`config.mk`:
```
export PLATFORM = sky130hd
export DESIGN_NAME = bus_cycle_ctrl_flat
export DESIGN_NICKNAME = d
export VERILOG_FILES = /design/src/rtl/bus_cycle_ctrl_pkg.sv /design/src/rtl/bus_cycle_ctrl_if.sv /design/src/rtl/bus_cycle_ctrl_status_enc.sv /design/src/rtl/bus_cycle_ctrl.sv /design/src/flat_wrapper.sv
export SDC_FILE = /design/constraint.sdc
export NUM_CORES = 1
export LEC_CHECK = 0
export CORE_ASPECT_RATIO = 0.6
export CORE_MARGIN = 5
export CORE_UTILIZATION = 30
export DETAILED_ROUTE_END_ITERATION = 10
export GPL_ROUTABILITY_DRIVEN = 0
export PLACE_DENSITY_LB_ADDON = 0.12
export SLEW_MARGIN = 10
export SYNTH_ARGS = -nofsm -noshare
export SYNTH_HDL_FRONTEND = slang
export SYNTH_HIERARCHICAL = 1
export SYNTH_SLANG_ARGS = --single-unit
```
`constraint.sdc`:
```
create_clock -name phi1 -period 4.4 [get_ports phi1]
set_clock_uncertainty 0.15 [all_clocks]
set_input_delay 0.88 -clock phi1 [delete_from_list [all_inputs] [get_ports phi1]]
set_output_delay 0.88 -clock phi1 [all_outputs]
set_load 0.03 [all_outputs]
```
`src/rtl/bus_cycle_ctrl_pkg.sv`:
```
// Shared types and helpers for the 8085 bus-cycle controller.
// Defines the cycle-type and bus-state enums, the S1/S0 status codes and
// read/valid classification helpers used by the controller and its encoder.
package i8085_bus_pkg;

  // External machine-cycle kinds; encodings 6 and 7 are no-ops.
  typedef enum logic [2:0] {
    CYC_OPF = 3'd0,
    CYC_MRD = 3'd1,
    CYC_MWR = 3'd2,
    CYC_IOR = 3'd3,
    CYC_IOW = 3'd4,
    CYC_INA = 3'd5
  } cyc_type_e;

  // Machine-cycle T-states.
  typedef enum logic [2:0] {
    BS_IDLE = 3'd0,
    BS_T1   = 3'd1,
    BS_T2   = 3'd2,
    BS_TW   = 3'd3,
    BS_T3   = 3'd4
  } bus_state_e;

  // S1/S0 status codes.
  localparam logic [1:0] ST_OPF  = 2'b11;
  localparam logic [1:0] ST_RD   = 2'b10;
  localparam logic [1:0] ST_WR   = 2'b01;
  localparam logic [1:0] ST_NONE = 2'b00;

  // Width of the TW counter; covers the full 1..255 wait limit.
  localparam int WAIT_CNT_W = 8;

  // True for cycles that sample the AD bus (opcode fetch, reads, int-ack).
  function automatic logic is_read(cyc_type_e t);
    return (t == CYC_OPF) || (t == CYC_MRD) || (t == CYC_IOR) || (t == CYC_INA);
  endfunction

  // True for encodings that start a real bus cycle.
  function automatic logic is_valid_cyc(logic [2:0] t);
    return t <= 3'd5;
  endfunction

endpackage

```
`src/rtl/bus_cycle_ctrl_if.sv`:
```
// Request and external-bus signal bundle for bus_cycle_ctrl.
// slave: the controller's view; master: the requester/bus-model view.
interface bus_cycle_ctrl_if;

  logic        start;
  logic [2:0]  cyc_type;
  logic [15:0] addr;
  logic [7:0]  wdata;
  logic        ready;
  logic [7:0]  ad_in;
  logic [7:0]  ad_out;
  logic        ad_oe;
  logic [7:0]  a_hi;
  logic        ale;
  logic        rd_n;
  logic        wr_n;
  logic        inta_n;
  logic        iom_n;
  logic        s1;
  logic        s0;
  logic        req_rdy;
  logic        done;
  logic        bus_err;
  logic [7:0]  rdata;
  logic        rdata_vld;
  logic [7:0]  instr;

  modport slave (
    input  start, cyc_type, addr, wdata, ready, ad_in,
    output ad_out, ad_oe, a_hi, ale, rd_n, wr_n, inta_n, iom_n, s1, s0,
           req_rdy, done, bus_err, rdata, rdata_vld, instr
  );

  modport master (
    output start, cyc_type, addr, wdata, ready, ad_in,
    input  ad_out, ad_oe, a_hi, ale, rd_n, wr_n, inta_n, iom_n, s1, s0,
           req_rdy, done, bus_err, rdata, rdata_vld, instr
  );

endinterface

```
`src/rtl/bus_cycle_ctrl_status_enc.sv`:
```
// bus_status_enc: maps a cycle type to its 8085 status pins and the
// read / interrupt-acknowledge flags that steer the T2 strobes.
module bus_status_enc
  import i8085_bus_pkg::*;
(
  input  logic [2:0] cyc_type_i,
  output logic       iom_n_o,
  output logic       s1_o,
  output logic       s0_o,
  output logic       is_read_o,
  output logic       is_inta_o
);

  cyc_type_e ty;
  assign ty = cyc_type_e'(cyc_type_i);

  // Status table lookup; no-op encodings decode to an all-zero status.
  always_comb begin
    iom_n_o    = 1'b0;
    {s1_o, s0_o} = ST_NONE;
    is_read_o  = 1'b0;
    is_inta_o  = 1'b0;
    if (is_valid_cyc(cyc_type_i)) begin
      is_read_o = is_read(ty);
      case (ty)
        CYC_OPF: {s1_o, s0_o} = ST_OPF;
        CYC_MRD: {s1_o, s0_o} = ST_RD;
        CYC_MWR: {s1_o, s0_o} = ST_WR;
        CYC_IOR: begin
          {s1_o, s0_o} = ST_RD;
          iom_n_o      = 1'b1;
        end
        CYC_IOW: begin
          {s1_o, s0_o} = ST_WR;
          iom_n_o      = 1'b1;
        end
        CYC_INA: begin
          {s1_o, s0_o} = ST_OPF;
          iom_n_o      = 1'b1;
          is_inta_o    = 1'b1;
        end
        default: {s1_o, s0_o} = ST_NONE;
      endcase
    end
  end

endmodule

```
`src/rtl/bus_cycle_ctrl.sv`:
```
// bus_cycle_ctrl: runs one 8085 external machine cycle (T1/T2/[TW]/T3) per
// accepted request, drives the multiplexed AD bus and strobes, returns read
// data and latches fetched opcodes into instr for the decoder.
// All outputs are registered as a function of the next T-state.
// Optional feature macro BUS_WAIT_STATE_EN: when defined, READY is honoured,
// TW states and the MAX_WAIT timeout (bus_err) exist; when undefined, T2
// always proceeds to T3 and bus_err is constant 0.
module bus_cycle_ctrl
  import i8085_bus_pkg::*;
#(
  parameter int MAX_WAIT = 15
) (
  input logic             phi1,
  input logic             reset,
  bus_cycle_ctrl_if.slave bus
);

  localparam logic [WAIT_CNT_W-1:0] WAIT_LIMIT = WAIT_CNT_W'(MAX_WAIT);

  bus_state_e state_q, state_d;
  logic       accept;

  logic [7:0] ad_out_q;
  logic       ad_oe_q;
  logic [7:0] a_hi_q;
  logic       ale_q;
  logic       rd_n_q;
  logic       wr_n_q;
  logic       inta_n_q;
  logic       iom_n_q;
  logic       s1_q;
  logic       s0_q;
  logic       req_rdy_q;
  logic       done_q;
  logic [7:0] rdata_q;
  logic       rdata_vld_q;
  logic [7:0] instr_q;

  // Attributes of the cycle in flight, captured on accept.
  logic       is_read_q;
  logic       is_inta_q;
  logic       is_opf_q;
  logic [7:0] wdata_q;

  logic enc_iom_n, enc_s1, enc_s0, enc_is_read, enc_is_inta;
  logic t3_err;

  bus_status_enc u_status_enc (
    .cyc_type_i (bus.cyc_type),
    .iom_n_o    (enc_iom_n),
    .s1_o       (enc_s1),
    .s0_o       (enc_s0),
    .is_read_o  (enc_is_read),
    .is_inta_o  (enc_is_inta)
  );

`ifdef BUS_WAIT_STATE_EN
  logic [WAIT_CNT_W-1:0] wait_cnt_q, wait_cnt_d;
  logic                  timeout;
  logic                  bus_err_q;

  assign t3_err      = bus_err_q;
  assign bus.bus_err = bus_err_q;

  // Wait-state counter: 1 in the first TW, +1 per further TW.
  always_ff @(posedge phi1 or posedge reset) begin
    if (reset) begin
      wait_cnt_q <= '0;
      bus_err_q  <= 1'b0;
    end else begin
      wait_cnt_q <= wait_cnt_d;
      bus_err_q  <= (state_d == BS_T3) && timeout;
    end
  end
`else
  logic unused_cfg;

  assign t3_err      = 1'b0;
  assign bus.bus_err = 1'b0;
  assign unused_cfg  = &{1'b0, bus.ready, WAIT_LIMIT};
`endif

  // Next-state logic; requests are only looked at in IDLE and T3.
  always_comb begin
    accept  = bus.start && is_valid_cyc(bus.cyc_type);
    state_d = state_q;
`ifdef BUS_WAIT_STATE_EN
    wait_cnt_d = wait_cnt_q;
    timeout    = 1'b0;
`endif
    case (state_q)
      BS_IDLE: if (accept) state_d = BS_T1;
      BS_T1:   state_d = BS_T2;
      BS_T2: begin
`ifdef BUS_WAIT_STATE_EN
        if (bus.ready) begin
          state_d = BS_T3;
        end else begin
          state_d    = BS_TW;
          wait_cnt_d = WAIT_CNT_W'(1);
        end
`else
        state_d = BS_T3;
`endif
      end
      BS_TW: begin
`ifdef BUS_WAIT_STATE_EN
        if (bus.ready) begin
          state_d = BS_T3;
        end else if (wait_cnt_q == WAIT_LIMIT) begin
          state_d = BS_T3;
          timeout = 1'b1;
        end else begin
          wait_cnt_d = wait_cnt_q + WAIT_CNT_W'(1);
        end
`else
        state_d = BS_T3;
`endif
      end
      BS_T3:   state_d = accept ? BS_T1 : BS_IDLE;
      default: state_d = BS_IDLE;
    endcase
  end

  // FSM state and registered bus outputs keyed on the next T-state.
  always_ff @(posedge phi1 or posedge reset) begin
    if (reset) begin
      state_q     <= BS_IDLE;
      ad_out_q    <= 8'h00;
      ad_oe_q     <= 1'b0;
      a_hi_q      <= 8'h00;
      ale_q       <= 1'b0;
      rd_n_q      <= 1'b1;
      wr_n_q      <= 1'b1;
      inta_n_q    <= 1'b1;
      iom_n_q     <= 1'b0;
      {s1_q, s0_q} <= ST_NONE;
      req_rdy_q   <= 1'b1;
      done_q      <= 1'b0;
      rdata_q     <= 8'h00;
      rdata_vld_q <= 1'b0;
      instr_q     <= 8'h00;
      is_read_q   <= 1'b0;
      is_inta_q   <= 1'b0;
      is_opf_q    <= 1'b0;
      wdata_q     <= 8'h00;
    end else begin
      state_q     <= state_d;
      done_q      <= 1'b0;
      rdata_vld_q <= 1'b0;

      // Read data is taken on the edge that ends T3, unless the cycle timed out.
      if ((state_q == BS_T3) && is_read_q && !t3_err) begin
        rdata_q     <= bus.ad_in;
        rdata_vld_q <= 1'b1;
        if (is_opf_q) instr_q <= bus.ad_in;
      end

      case (state_d)
        BS_IDLE: begin
          ale_q        <= 1'b0;
          ad_oe_q      <= 1'b0;
          rd_n_q       <= 1'b1;
          wr_n_q       <= 1'b1;
          inta_n_q     <= 1'b1;
          {s1_q, s0_q} <= ST_NONE;
          req_rdy_q    <= 1'b1;
        end
        BS_T1: begin
          ale_q     <= 1'b1;
          ad_oe_q   <= 1'b1;
          ad_out_q  <= bus.addr[7:0];
          a_hi_q    <= bus.addr[15:8];
          rd_n_q    <= 1'b1;
          wr_n_q    <= 1'b1;
          inta_n_q  <= 1'b1;
          iom_n_q   <= enc_iom_n;
          s1_q      <= enc_s1;
          s0_q      <= enc_s0;
          req_rdy_q <= 1'b0;
          is_read_q <= enc_is_read;
          is_inta_q <= enc_is_inta;
          is_opf_q  <= (bus.cyc_type == CYC_OPF);
          wdata_q   <= bus.wdata;
        end
        BS_T2: begin
          ale_q     <= 1'b0;
          req_rdy_q <= 1'b0;
          if (is_read_q) begin
            ad_oe_q <= 1'b0;
            if (is_inta_q) inta_n_q <= 1'b0;
            else           rd_n_q   <= 1'b0;
          end else begin
            ad_out_q <= wdata_q;
            wr_n_q   <= 1'b0;
          end
        end
        BS_TW: begin
          req_rdy_q <= 1'b0;
        end
        BS_T3: begin
          done_q    <= 1'b1;
          req_rdy_q <= 1'b1;
        end
        default: begin
          req_rdy_q <= 1'b1;
        end
      endcase
    end
  end

  assign bus.ad_out    = ad_out_q;
  assign bus.ad_oe     = ad_oe_q;
  assign bus.a_hi      = a_hi_q;
  assign bus.ale       = ale_q;
  assign bus.rd_n      = rd_n_q;
  assign bus.wr_n      = wr_n_q;
  assign bus.inta_n    = inta_n_q;
  assign bus.iom_n     = iom_n_q;
  assign bus.s1        = s1_q;
  assign bus.s0        = s0_q;
  assign bus.req_rdy   = req_rdy_q;
  assign bus.done      = done_q;
  assign bus.rdata     = rdata_q;
  assign bus.rdata_vld = rdata_vld_q;
  assign bus.instr     = instr_q;

endmodule

```
`src/flat_wrapper.sv`:
```
// flat-port wrapper written by rule: the top's interface ports become plain ports
module bus_cycle_ctrl_flat import i8085_bus_pkg::*;
#(
  parameter int MAX_WAIT = 15
)
  (phi1, reset, bus_start, bus_cyc_type, bus_addr, bus_wdata, bus_ready, bus_ad_in, bus_ad_out, bus_ad_oe, bus_a_hi, bus_ale, bus_rd_n, bus_wr_n, bus_inta_n, bus_iom_n, bus_s1, bus_s0, bus_req_rdy, bus_done, bus_bus_err, bus_rdata, bus_rdata_vld, bus_instr);
  bus_cycle_ctrl_if bus_i ();
  input logic phi1;
  input logic reset;
  input wire logic [$bits(bus_i.start)-1:0] bus_start;
  input wire logic [$bits(bus_i.cyc_type)-1:0] bus_cyc_type;
  input wire logic [$bits(bus_i.addr)-1:0] bus_addr;
  input wire logic [$bits(bus_i.wdata)-1:0] bus_wdata;
  input wire logic [$bits(bus_i.ready)-1:0] bus_ready;
  input wire logic [$bits(bus_i.ad_in)-1:0] bus_ad_in;
  output wire logic [$bits(bus_i.ad_out)-1:0] bus_ad_out;
  output wire logic [$bits(bus_i.ad_oe)-1:0] bus_ad_oe;
  output wire logic [$bits(bus_i.a_hi)-1:0] bus_a_hi;
  output wire logic [$bits(bus_i.ale)-1:0] bus_ale;
  output wire logic [$bits(bus_i.rd_n)-1:0] bus_rd_n;
  output wire logic [$bits(bus_i.wr_n)-1:0] bus_wr_n;
  output wire logic [$bits(bus_i.inta_n)-1:0] bus_inta_n;
  output wire logic [$bits(bus_i.iom_n)-1:0] bus_iom_n;
  output wire logic [$bits(bus_i.s1)-1:0] bus_s1;
  output wire logic [$bits(bus_i.s0)-1:0] bus_s0;
  output wire logic [$bits(bus_i.req_rdy)-1:0] bus_req_rdy;
  output wire logic [$bits(bus_i.done)-1:0] bus_done;
  output wire logic [$bits(bus_i.bus_err)-1:0] bus_bus_err;
  output wire logic [$bits(bus_i.rdata)-1:0] bus_rdata;
  output wire logic [$bits(bus_i.rdata_vld)-1:0] bus_rdata_vld;
  output wire logic [$bits(bus_i.instr)-1:0] bus_instr;
  assign bus_i.start = bus_start;
  assign bus_i.cyc_type = bus_cyc_type;
  assign bus_i.addr = bus_addr;
  assign bus_i.wdata = bus_wdata;
  assign bus_i.ready = bus_ready;
  assign bus_i.ad_in = bus_ad_in;
  assign bus_ad_out = bus_i.ad_out;
  assign bus_ad_oe = bus_i.ad_oe;
  assign bus_a_hi = bus_i.a_hi;
  assign bus_ale = bus_i.ale;
  assign bus_rd_n = bus_i.rd_n;
  assign bus_wr_n = bus_i.wr_n;
  assign bus_inta_n = bus_i.inta_n;
  assign bus_iom_n = bus_i.iom_n;
  assign bus_s1 = bus_i.s1;
  assign bus_s0 = bus_i.s0;
  assign bus_req_rdy = bus_i.req_rdy;
  assign bus_done = bus_i.done;
  assign bus_bus_err = bus_i.bus_err;
  assign bus_rdata = bus_i.rdata;
  assign bus_rdata_vld = bus_i.rdata_vld;
  assign bus_instr = bus_i.instr;
  bus_cycle_ctrl #(.MAX_WAIT(MAX_WAIT)) u_core (.phi1(phi1), .reset(reset), .bus(bus_i));
endmodule
```
==> impl_metrics.yaml <==
pwr:
  total_power_mw: 2.051
  ir_worst_vdd_mv: 0.2309
  power.density_mw_per_mm2: 608.6
  p_leak_nw: 1.413
clock_tree:
  cts_sinks: 56
  cts.clk_slew.worst_paths_ps: 70
  cts_buffer_depth: 2
  cts_buffers: 5
  cts_tree: "yes"
  cts-root-buf: "clkbuf_16"
  cts_resized: 0
  ctsHoldBuffers: 0
  cts_setup_buffers: 0
  clk_latency_ps: 280
  h-tree-depth: 2
place:
  numPortBuffers: 80
  dp_slack_ps: 1190
  place_hpwl_um: 3822
sta:
  worst_slack_ps: 1488
  rsz0062_at_grt: "no"
  setup_tns_ps: 0
  min_period_ps: 2912
  hold_violations: 0
  period_share_pct: 66.19
  slew_headroom_pct: 41.43
  tightestPinTransition_ps: 876.3
  setup_violations: 0
  slew_viol_final: 0
  fmax_ghz: 0.3434
  hold_slack_ps: 331.1
floorplanning:
  die_w_um: 122.7
  core_area_mm2: 0.007327
  start_util_pct: 31.20
  die_h_um: 77.62
  pin_count: 83
  die-area_mm2: 0.009523
  rows: 24
layout:
  drive_gt1_share_pct: 27.54
  final_common_cell: "clkdlybuf4s50_1"
  diodes: 0
  syn_to_final_growth_pct: 47.40
  layout_common_cells: "clkdlybuf4s50_1 (80), dfrtp_1 (52), mux2_2 (26)"
  layout.nets: 274
  fillCellCount: 682
grt:
  grt_usage_pct: 11.63
  grt_start_max_net_pins: 37
  grt_pass1_wl_um: 8694
  antenna_found_initial: 0
  grt_overflow: 0
  grt_pass1_vias: 1597
synthesis:
  synthCells: 152
  syn_area_per_cell_um2: 15.04
  synth_top_cell_by_area: "dfrtp_1"
  synth_top_area_share_pct: 56.92
  synth_area_leaders: "dfrtp_1 (57%), mux2_2 (13%), mux2_4 (5.9%)"
  ys_ff_latch: 56
  synthesis.nets: 191
  synth_area_mm2: 0.002286
  yosysWarnings: 6
  ys_seq_area_share_pct: 61.52
  synth_cell_type_count: 30
status:
  status: "finished, final reports clean"
detailed_routing:
  antenna_left: 0
  via_per_inst: 4.262
  wl_per_cell_um: 15.30
  dr.pass1.iters: 4
  drc: 0
  drt_iter0_drc: 47
  routed-via-count: 1449
  wirelength_um: 5203
hold_path:
  hold_path.class: "reg2reg"
worst_setup_path:
  crit_fanout: 15
  start_kind: "primary input"
  cp-end-kind: "register"
  critical_path_required_ps: 4420
  cp_data_arrival_time_ps: 2930
  critical_path_class: "in2reg"
run:
  maxCapViolCount: 0
[synth_stat cells (all sizes together)]
library cell	instances
nand2	7
o221a	8
and3	1
nor2	1
nor2b	3
or2b	2
a21oi	1
a21bo	1
dfrtp	52
dfstp	4
nor4b	1
o21bai	1
maj3	2
mux2	36
or2	2
nand2b	7
a22o	2
buf	6
o21ai	5
nor3b	2
conb	1
and4bb	1
o41ai	1
inv	5
[through the flow]
stage,area (um2),utilization [%],std cells
after floorplan,2286,-,152
after global placement,3181,43.41,332
after detailed placement,3181,43.41,332
after CTS,3369,45.99,340
after global routing,3369,45.99,340
final,3369,45.99,340
[cells by family after synthesis]
| kind of cell | synth area share, % |
|---|---|
| other | 0.1640 |
| AO/OA/AOI/OAI | 7.663 |
| flip-flops | 61.52 |
| multiplexers | 19.21 |
| adder cells (fa/ha/maj) | 0.8758 |
| buffers and inverters | 3.065 |
| AND/OR/NAND/NOR | 7.498 |
[worst paths after layout]
check	to	cells past startpoint	slack, ps	start
setup / recovery	u_core/bus.a_hi[5]	5	1490	bus_cyc_type[2]
hold / removal	u_core/bus.rd_n	2	330	u_core/bus.rd_n
setup reg to reg	u_core/wdata_q[5]	4	2250	u_core/state_q[1]
hold reg to reg	u_core/bus.rd_n	2	330	u_core/bus.rd_n
max in group asynchronous	u_core/bus.req_rdy	3	2490	reset
min in group asynchronous	u_core/bus.ad_out[2]	2	760	reset
[worst max-delay path, stage by stage]
cell             delay (ps)
clkdlybuf4s50_1         630
a21bo_2                 210
or2_1                   490
buf_4                   350
mux2_2                  360
[power by group]
group	switching (mW)	internal, mW	total (mW)
logic	0.409	0.387	0.795
registers	0.0833	0.672	0.756
clock network	0.173	0.327	0.500
[final cells by class]
class	count	area, um2	share of cell area [%]
sequential	56	1406	41.74
multi-input combinational	85	809.5	24.03
inverter	5	18.77	0.5570
clock inverter	2	60.06	1.782
tap	104	130.1	3.862
clock buffer	6	128.9	3.825
timing repair buffer	82	815.8	24.21
[registers in the layout, summed over array words and instances, names as in the netlist]
register	cells
u_core/bus.req_rdy	1
u_core/bus.iom_n	1
u_core/bus.ad_oe	1
u_core/bus.a_hi	8
u_core/bus.ale	1
u_core/bus.s0	1
u_core/bus.instr	8
u_core/is_inta_q	1
u_core/bus.ad_out	8
u_core/bus.done	1
u_core/is_read_q	1
u_core/bus.rd_n	1
u_core/bus.inta_n	1
u_core/bus.rdata	8
u_core/wdata_q	8
u_core/bus.wr_n	1
u_core/is_opf_q	1
u_core/bus.rdata_vld	1
u_core/state_q	2
u_core/bus.s1	1
[metal layers]
metal / part of all wire [%] / GRT usage, % / wire [um] / vias up
met4: 0.42 / 2.011 / 22 / 0
met3: 7.1 / 4.651 / 367 / 2
met2: 39 / 15.86 / 2039 / 43
met5: 0 / 0 / 0 / -
li1: - / - / - / 704
met1: 53 / 17.43 / 2774 / 700
Note: power is estimated with default switching activity, not from simulation.
